--- src/rtl/if_stage_pkg.sv ---
// Shared constants and types for the instruction-fetch stage.
package if_stage_pkg;

    localparam int unsigned XLEN = 32;

    localparam logic [XLEN-1:0] NOP              = 32'h0000_0013;
    localparam logic [XLEN-1:0] DEFAULT_RESET_PC = 32'h0000_0000;

    typedef enum logic [1:0] {
        IDLE   = 2'd0,
        FETCH  = 2'd1,
        HOLD   = 2'd2,
        SQUASH = 2'd3
    } if_state_e;

    // Fetch addresses are always word aligned.
    function automatic logic [XLEN-1:0] word_align(input logic [XLEN-1:0] addr);
        return {addr[XLEN-1:2], 2'b00};
    endfunction

endpackage

--- src/rtl/if_fetch_buf.sv ---
// One-entry buffer for a response that arrives while ID is stalled.
module if_fetch_buf
    import if_stage_pkg::*;
(
    input  logic            clk,
    input  logic            reset,
    input  logic            load,
    input  logic            clear,
    input  logic [XLEN-1:0] d_inst,
    input  logic [XLEN-1:0] d_pc,
    output logic [XLEN-1:0] q_inst,
    output logic [XLEN-1:0] q_pc,
    output logic            full
);

    // Clear wins over load so a redirect always empties the entry.
    always_ff @(posedge clk or negedge reset) begin
        if (!reset) begin
            q_inst <= NOP;
            q_pc   <= '0;
            full   <= 1'b0;
        end else if (clear) begin
            full   <= 1'b0;
        end else if (load) begin
            q_inst <= d_inst;
            q_pc   <= d_pc;
            full   <= 1'b1;
        end
    end

endmodule

--- src/rtl/if_stage.sv ---
// Instruction-fetch stage: one outstanding imem request, stall buffering and branch redirect.
module if_stage
    import if_stage_pkg::*;
#(
    parameter logic [31:0] RESET_PC = DEFAULT_RESET_PC
) (
    input  logic        clk,
    input  logic        reset,
    input  logic        stall,
    input  logic        br,
    input  logic [31:0] branch_addr,
    output logic        imem_req,
    output logic [31:0] imem_addr,
    input  logic        imem_rvalid,
    input  logic [31:0] imem_rdata,
    output logic [31:0] pc,
    output logic [31:0] inst,
    output logic        inst_valid
);

    if_state_e       state, state_nxt;
    logic [XLEN-1:0] fetch_pc, fetch_pc_nxt;
    logic            req_nxt;
    logic [XLEN-1:0] addr_nxt, pc_nxt, inst_nxt;
    logic            valid_nxt;
    logic [XLEN-1:0] target, pc_inc;
    logic            buf_load, buf_clear, buf_full;
    logic [XLEN-1:0] buf_inst, buf_pc;

    assign target = word_align(branch_addr);
    assign pc_inc = fetch_pc + XLEN'(4);

    if_fetch_buf u_buf (
        .clk    (clk),
        .reset  (reset),
        .load   (buf_load),
        .clear  (buf_clear),
        .d_inst (imem_rdata),
        .d_pc   (fetch_pc),
        .q_inst (buf_inst),
        .q_pc   (buf_pc),
        .full   (buf_full)
    );

    always_ff @(posedge clk or negedge reset) begin
        if (!reset) begin
            state      <= IDLE;
            fetch_pc   <= RESET_PC;
            imem_req   <= 1'b0;
            imem_addr  <= RESET_PC;
            pc         <= '0;
            inst       <= NOP;
            inst_valid <= 1'b0;
        end else begin
            state      <= state_nxt;
            fetch_pc   <= fetch_pc_nxt;
            imem_req   <= req_nxt;
            imem_addr  <= addr_nxt;
            pc         <= pc_nxt;
            inst       <= inst_nxt;
            inst_valid <= valid_nxt;
        end
    end

    always_comb begin
        state_nxt    = state;
        fetch_pc_nxt = fetch_pc;
        req_nxt      = imem_req;
        addr_nxt     = imem_addr;
        pc_nxt       = pc;
        inst_nxt     = inst;
        valid_nxt    = inst_valid;
        buf_load     = 1'b0;
        buf_clear    = 1'b0;

        // A released ID sees a bubble unless a branch below delivers something.
        if (!stall) begin
            valid_nxt = 1'b0;
            inst_nxt  = NOP;
        end

        case (state)
            IDLE: begin
                state_nxt = FETCH;
                req_nxt   = 1'b1;
                if (br && !stall) begin
                    fetch_pc_nxt = target;
                    addr_nxt     = target;
                end else begin
                    addr_nxt     = fetch_pc;
                end
            end

            FETCH: begin
                if (stall) begin
                    if (imem_rvalid) begin
                        buf_load  = 1'b1;
                        state_nxt = HOLD;
                        req_nxt   = 1'b0;
                    end
                end else if (br) begin
                    fetch_pc_nxt = target;
                    buf_clear    = 1'b1;
                    if (imem_rvalid) begin
                        addr_nxt  = target;
                    end else begin
                        state_nxt = SQUASH;
                    end
                end else if (imem_rvalid) begin
                    pc_nxt       = fetch_pc;
                    inst_nxt     = imem_rdata;
                    valid_nxt    = 1'b1;
                    fetch_pc_nxt = pc_inc;
                    addr_nxt     = pc_inc;
                end
            end

            HOLD: begin
                if (!stall) begin
                    state_nxt = FETCH;
                    req_nxt   = 1'b1;
                    buf_clear = 1'b1;
                    if (br) begin
                        fetch_pc_nxt = target;
                        addr_nxt     = target;
                    end else if (buf_full) begin
                        pc_nxt       = buf_pc;
                        inst_nxt     = buf_inst;
                        valid_nxt    = 1'b1;
                        fetch_pc_nxt = pc_inc;
                        addr_nxt     = pc_inc;
                    end else begin
                        addr_nxt     = fetch_pc;
                    end
                end
            end

            SQUASH: begin
                if (br && !stall) begin
                    fetch_pc_nxt = target;
                    buf_clear    = 1'b1;
                end
                // The stale response is dropped; refetch from the redirect target.
                if (imem_rvalid) begin
                    state_nxt = FETCH;
                    addr_nxt  = (br && !stall) ? target : fetch_pc;
                end
            end

            default: state_nxt = IDLE;
        endcase
    end

endmodule

--- config.mk ---
export PLATFORM = sky130hd
export DESIGN_NAME = if_stage
export DESIGN_NICKNAME = d
export VERILOG_FILES = /design/src/rtl/if_stage_pkg.sv /design/src/rtl/if_fetch_buf.sv /design/src/rtl/if_stage.sv
export SDC_FILE = /design/constraint.sdc
export NUM_CORES = 1
export LEC_CHECK = 0
export CAP_MARGIN = 5
export CORE_MARGIN = 2
export CORE_UTILIZATION = 55
export CTS_CLUSTER_DIAMETER = 100
export DETAILED_ROUTE_END_ITERATION = 10
export DONT_BUFFER_PORTS = 1
export GPL_ROUTABILITY_DRIVEN = 0
export GPL_TIMING_DRIVEN = 0
export PLACE_DENSITY = 0.8
export SLEW_MARGIN = 30
export SYNTH_ARGS = -nofsm -noshare
export SYNTH_HDL_FRONTEND = slang
export SYNTH_SLANG_ARGS = --single-unit
export TNS_END_PERCENT = 30
--- constraint.sdc ---
create_clock -name clk -period 4 [get_ports clk]
set_input_delay 0.4 -clock clk [delete_from_list [all_inputs] [get_ports clk]]
set_output_delay 0.4 -clock clk [all_outputs]
set_load 0.01 [all_outputs]
Word level (Yosys, flattened, before mapping)
Cells that the tools add are included.
Storage, ports and cells
  bits of input ports: 69
  register bits: 197
  output and inout port bits: 98
Operators by class
  bitwise gates (word level): 1
  reductions and logical operators: 13
  eq/ne operators: 15
  add/subtract/negate cells: 1
  multiplexer cells: 57
Operators with widths (count)
  $mux 32: 24
  $pmux 32 s2: 2
  $pmux 32 s4: 1
  $pmux 32 s3: 1
  $add 32x3->32 const B: 1
  $mux 1: 19
  $ne 2x2->1 const B: 7
  $mux 2: 6
  $ne 3x3->1 const B: 4
  $pmux 2 s4: 1
  $reduce_and 4->1: 2
  $reduce_and 7->1: 1
  $pmux 1 s3: 2
  $reduce_and 5->1: 1
  $eq 2x2->1 const B: 2
  $reduce_bool 2->1: 2
  $reduce_and 3->1: 1
  $reduce_bool 3->1: 1
  $eq 2x1->1 const B: 1
  $logic_not 2->1: 1
  $ne 2x1->1 const B: 1
  $pmux 1 s2: 1
  $reduce_and 2->1: 1
  $reduce_or 2->1: 1
  3 further kinds: 3

Depth between registers and ports, before layout
  word-level depth: 6
  mapped depth: 10

Hierarchy
A second synthesis with hierarchy kept.
Unflattened totals
  cells, all modules: 1228
  area total of the unflattened synthesis: 11621.1 um^2
By module, submodules not included
  if_stage: instances 1, area an instance 8883.5 um^2, cells an instance 1089, sequential area each 3306.9 um^2
  if_fetch_buf: instances 1, area an instance 2737.6 um^2, cells an instance 139, sequential area each 1630.3 um^2

Worst setup path before layout
OpenSTA, ideal clock, no wires.
  path kind: register to register
  start: register fetch_pc[3]
  end: register imem_addr[27]
  slack: 1.548 ns
  cell stages (with the launch flop): 9
  required time: 3.908 ns
  library setup time: 0.092 ns
  arrival time: 2.360 ns
  path buffers: 2
  period minus slack after synthesis: 2.452 ns
  path through: dfrtp_1 -> buf_2 -> nand4_4 -> or4_1 -> buf_2 -> nor4_1 -> mux2_2 -> o211a_1 -> o31ai_2
On the way
  word-level cells in the longest chain between the ends: 5
  elaborated cells between the ends (all ways): 8
  classes of those cells: 1 x add/sub; 7 x mux
Ends and longest elaborated chain
  from (decl): RTL line if_stage.sv:22  | logic [XLEN-1:0] fetch_pc, fetch_pc_nxt;
  from (signal assigned): RTL line if_stage.sv:56  | fetch_pc <= fetch_pc_nxt;
  $add 32x3->32 *: RTL line if_stage.sv:31  | assign pc_inc = fetch_pc + XLEN'(4);
  $mux 32, on equally long branches (3 in series)
  $pmux 32 s4 *: RTL line if_stage.sv:82  | case (state)
  to (signal assigned): RTL line if_stage.sv:58  | imem_addr <= addr_nxt;
  to (decl): RTL line if_stage.sv:13  | output logic [31:0] imem_addr,
Mark *: on every way between the ends. The rest lies on a longest branch, timed or not. The select of a mux whose other input is x is not followed.
A chain may end at the register's enable or synchronous reset.

Worst setup path in the final report
  start: register state[0]
  end: register fetch_pc[7]
On the way
  word-level cells in the longest chain between the ends: 3
  elaborated cells between the ends (all ways): 10
  classes of those cells: 6 x eq/ne; 1 x mux; 3 x reduce/logical
Ends and longest elaborated chain
  from (decl): RTL line if_stage.sv:21  | if_state_e state, state_nxt;
  from (signal assigned): RTL line if_stage.sv:55  | state <= state_nxt;
  $eq 2x1->1, or another cell as far along: RTL line if_stage.sv:82
  $ne 3x3->1 (no line), or another cell as far along
  $reduce_and 3->1 (no line) / $pmux 32 s3 (equally long branches)
Several ways; a longest one is shown, not always the timed one.

==> results.md <==
- The run finished, with violations left.
- The checks that failed: negative hold slack.
- Hold timing on the final database bottoms out at a slack of -0.366 ns.
- The maximum number of pins on one net before global-route repair is 198.
- The endpoint kind of the worst setup timing path is a flip-flop.
- Leaving out fill and tap cells, the most frequent cell in the layout is dfrtp_1.
- The fraction of the yosys area taken by sequential cells is 0.446.
- The worst slack at placement is 0.825 ns.
- In this run the clock root is driven by a clkbuf_16.
- The total number of nets in the final design is 1302.
- The number of vias per cell is 6.88.
- The synthesized netlist net count is 1282.
- The clock slew at the register clock pins of the worst setup and hold paths is 0.09 ns.
- The first-pass GRT wire length is 56400 um.
- TritonCTS built the clock tree.
- Between clock sinks in the finished design, the worst skew comes to 0.0113 ns.
- The number of unique standard cell types used by synthesis is 69.
- The number of register bits inferred by synthesis is 197.
- The part of the cycle the worst path needs is 0.851.
- The remaining global-route overflow is 0.
- The final HPWL from detailed placement is 25200 um.
- Of the post-synthesis cell area, the dominant cell type holds 0.432.
- The count of pins over their slew limit was 0.
- The number of DRC markers after the initial detailed-route iteration is 1630.
- STA puts the critical path data arrival time at 3.70 ns.
- At the pin with the least slew margin, the transition time is 1.05 ns.
- The number of buffers added for setup after CTS is 0.
- The worst setup path is launched from a flip-flop.
- Setup total negative slack on the finished layout was measured at 0 ns.
- During synthesis, Yosys emitted a total of 0 warnings.
- The core outline area is 0.0196 sq mm.
- In the routed design, unresolved DRC markers number 0.
- The die is 146 um tall.
- The count of instances resized after the clock tree is built is 0.
- The number of enable-type register cells in the synthesized netlist is 0.
- The top-level port count is 167.
- The worst path meets setup with 0.595 ns of slack.
- The floorplan step set the die width to 146 um.
- The total wirelength of the detailed-routed design is 36800 um.
- The clock drives 197 sinks.
- The area growth from synthesis to layout is 9.01%.
- The insertion delay to the later sink of the worst-skew pair is 0.45 ns.
- Of all flip-flops after synthesis, the portion carrying an async set or reset was 1.00.
- The count of nets left with antenna violations once routing finished came out at 0.
- The worst setup path is of the flip-flop to flip-flop kind.
- The first-pass iteration count of the detailed router is 8.
- The count of endpoints failing setup in the final report is 0.
- The required time reported for the critical path endpoint is 4.30 ns.
- The mapped netlist covers 0.0111 sq mm.
- The number of global-route vias before repair is 10300.
- The die covers 0.0213 sq mm.
- The path class of the tightest hold or removal check is input pin to async pin.
- The initial standard-cell utilization of the core is 0.565.
- The count of final hold-check violations came to 197.
- The count of H-tree levels built during CTS is 4.
- The number of antenna violations at the first check in global routing was 1.
- The largest total area in the synthesized netlist belongs to dfrtp_1.
- TritonCTS created 17 clock buffers.
- For this design the static power due to leakage is 4.80 nW.
- The library cells used most frequently in the layout, excluding fill and tap cells, are dfrtp_1, nand2_1, a21oi_1.
- Each instance of the synthesized netlist takes up on average 9.16 sq um.
- Measured on the finished design, the core utilization comes to 0.616.
- The total power per unit cell area is 852 mW/mm^2.
- The cell count after synthesis is 1208.
- The routed design could run at a clock period as short as 3.40 ns.
- The placement row count is 51.
- The relative slew slack is 0.292.
- Setup repair after global routing left no endpoint under its margin.
- The overall global routing resource usage is 0.342.
- Of the cells placed in the final design, the portion with a size suffix greater than 1 is 0.107.
- In this run the tool buffered the top-level ports with 0 buffer cells.
- Static timing analysis puts the maximum clock frequency at 0.294 GHz.
- The total placed cells including tap cells is 1474.
- After detailed routing, the average wire length per cell comes to 24.4 um.
- Across the run, the number of max-cap violations was 0.
- Detailed routing inserted a total of 10400 vias.
- The post-layout instance count excluding filler cells is 1507.
- The buffer levels on the longest clock path is 2.
- The most used flip-flop cell after synthesis is dfrtp_1.
- The worst vdd rail ir drop is 0.424 mV.
- Of all nets on the critical path, the largest fanout is 10.
- Ranked by total cell area, the synthesized netlist is headed by dfrtp_1, mux2_2, nand2_1.
-- cells by family after synthesis --
family	after synthesis	share of synthesized area
AOI/OAI and AO/OA	379	0.221
and+or+nand+nor	361	0.155
DFF	197	0.446
buffers and inverters	135	0.0482
muxes	113	0.109
xor gates and xnor gates	18	0.0143
adders and majority gates	5	0.00565
-- through the flow --
stage               cell area [sq um]  power (W)
global route                    12100     0.0108
CTS                             12000     0.0101
finish                          12100     0.0103
floorplan                       11100    0.00670
global placement                11400    0.00802
detailed placement              11400    0.00817
-- final cells by class --
cell class / instances / area [sq um]
Tap cell: 265 / 332
Fill cell: 1655 / 7530
Clock inverter: 15 / 224
Clock buffer: 17 / 425
Sequential cell: 197 / 4940
Antenna cell: 1 / 2.50
Multi-Input combinational cell: 876 / 5600
Timing Repair Buffer: 1 / 5.00
Inverter: 14 / 52.6
Buffer: 121 / 480
-- Yosys cell counts, types with 13 or more instances --
cell type and count:
dfrtp_1 191, a21oi_1 103, nand3_1 30, clkbuf_1 95, a22oi_1 38, inv_1 13, nand4_1 18, mux2i_1 50
nand2_1 144, buf_1 13, nor4_1 13, o21ai_0 97, mux2_2 63, nor2_1 86
-- sequential cells by signal, indices dropped and copies added (netlist names) --
register,count
u_buf.q_inst,32
imem_addr,32
inst_valid,1
u_buf.full,1
inst,32
fetch_pc,32
u_buf.q_pc,32
pc,32
imem_req,1
state,2
-- critical path, cell delays in order, from the launching register on --
cell and delay, ns:
dfrtp_1 0.42, inv_1 0.11, ha_1 0.26, or2_2 0.14, clkbuf_1 0.26, o211a_1 0.20
clkbuf_1 0.49, clkbuf_1 0.52, clkbuf_1 0.64, o21ai_0 0.20
-- worst paths after layout --
check | cells after the start | slack, ns | to | start
setup / recovery | 9 | 0.60 | fetch_pc[7] | state[0]
hold / removal | 0 | -0.37 | pc[24] | reset
setup reg to reg | 9 | 0.60 | fetch_pc[7] | state[0]
hold reg to reg | 2 | 0.49 | u_buf.q_pc[12] | u_buf.q_pc[12]
max in group asynchronous | 0 | 4.01 | u_buf.q_inst[4] | reset
min in group clk | 1 | 0.09 | u_buf.q_inst[15] | imem_rdata[15]
-- per-layer routing --
layer  wire (um)  global-route usage  part of all wire
met5           0                   0                 0
met4        2210               0.199             0.060
met3        5520               0.146              0.15
met2       16400               0.523              0.44
met1       12700               0.403              0.35
-- power by group --
part	internal [W]	total [W]	switching, W
registers	0.00284	0.00356	0.000718
clock network	0.000888	0.00187	0.000981
logic	0.00166	0.00485	0.00319
total	0.00539	0.0103	0.00488
Power figures use the tool's default switching activity.
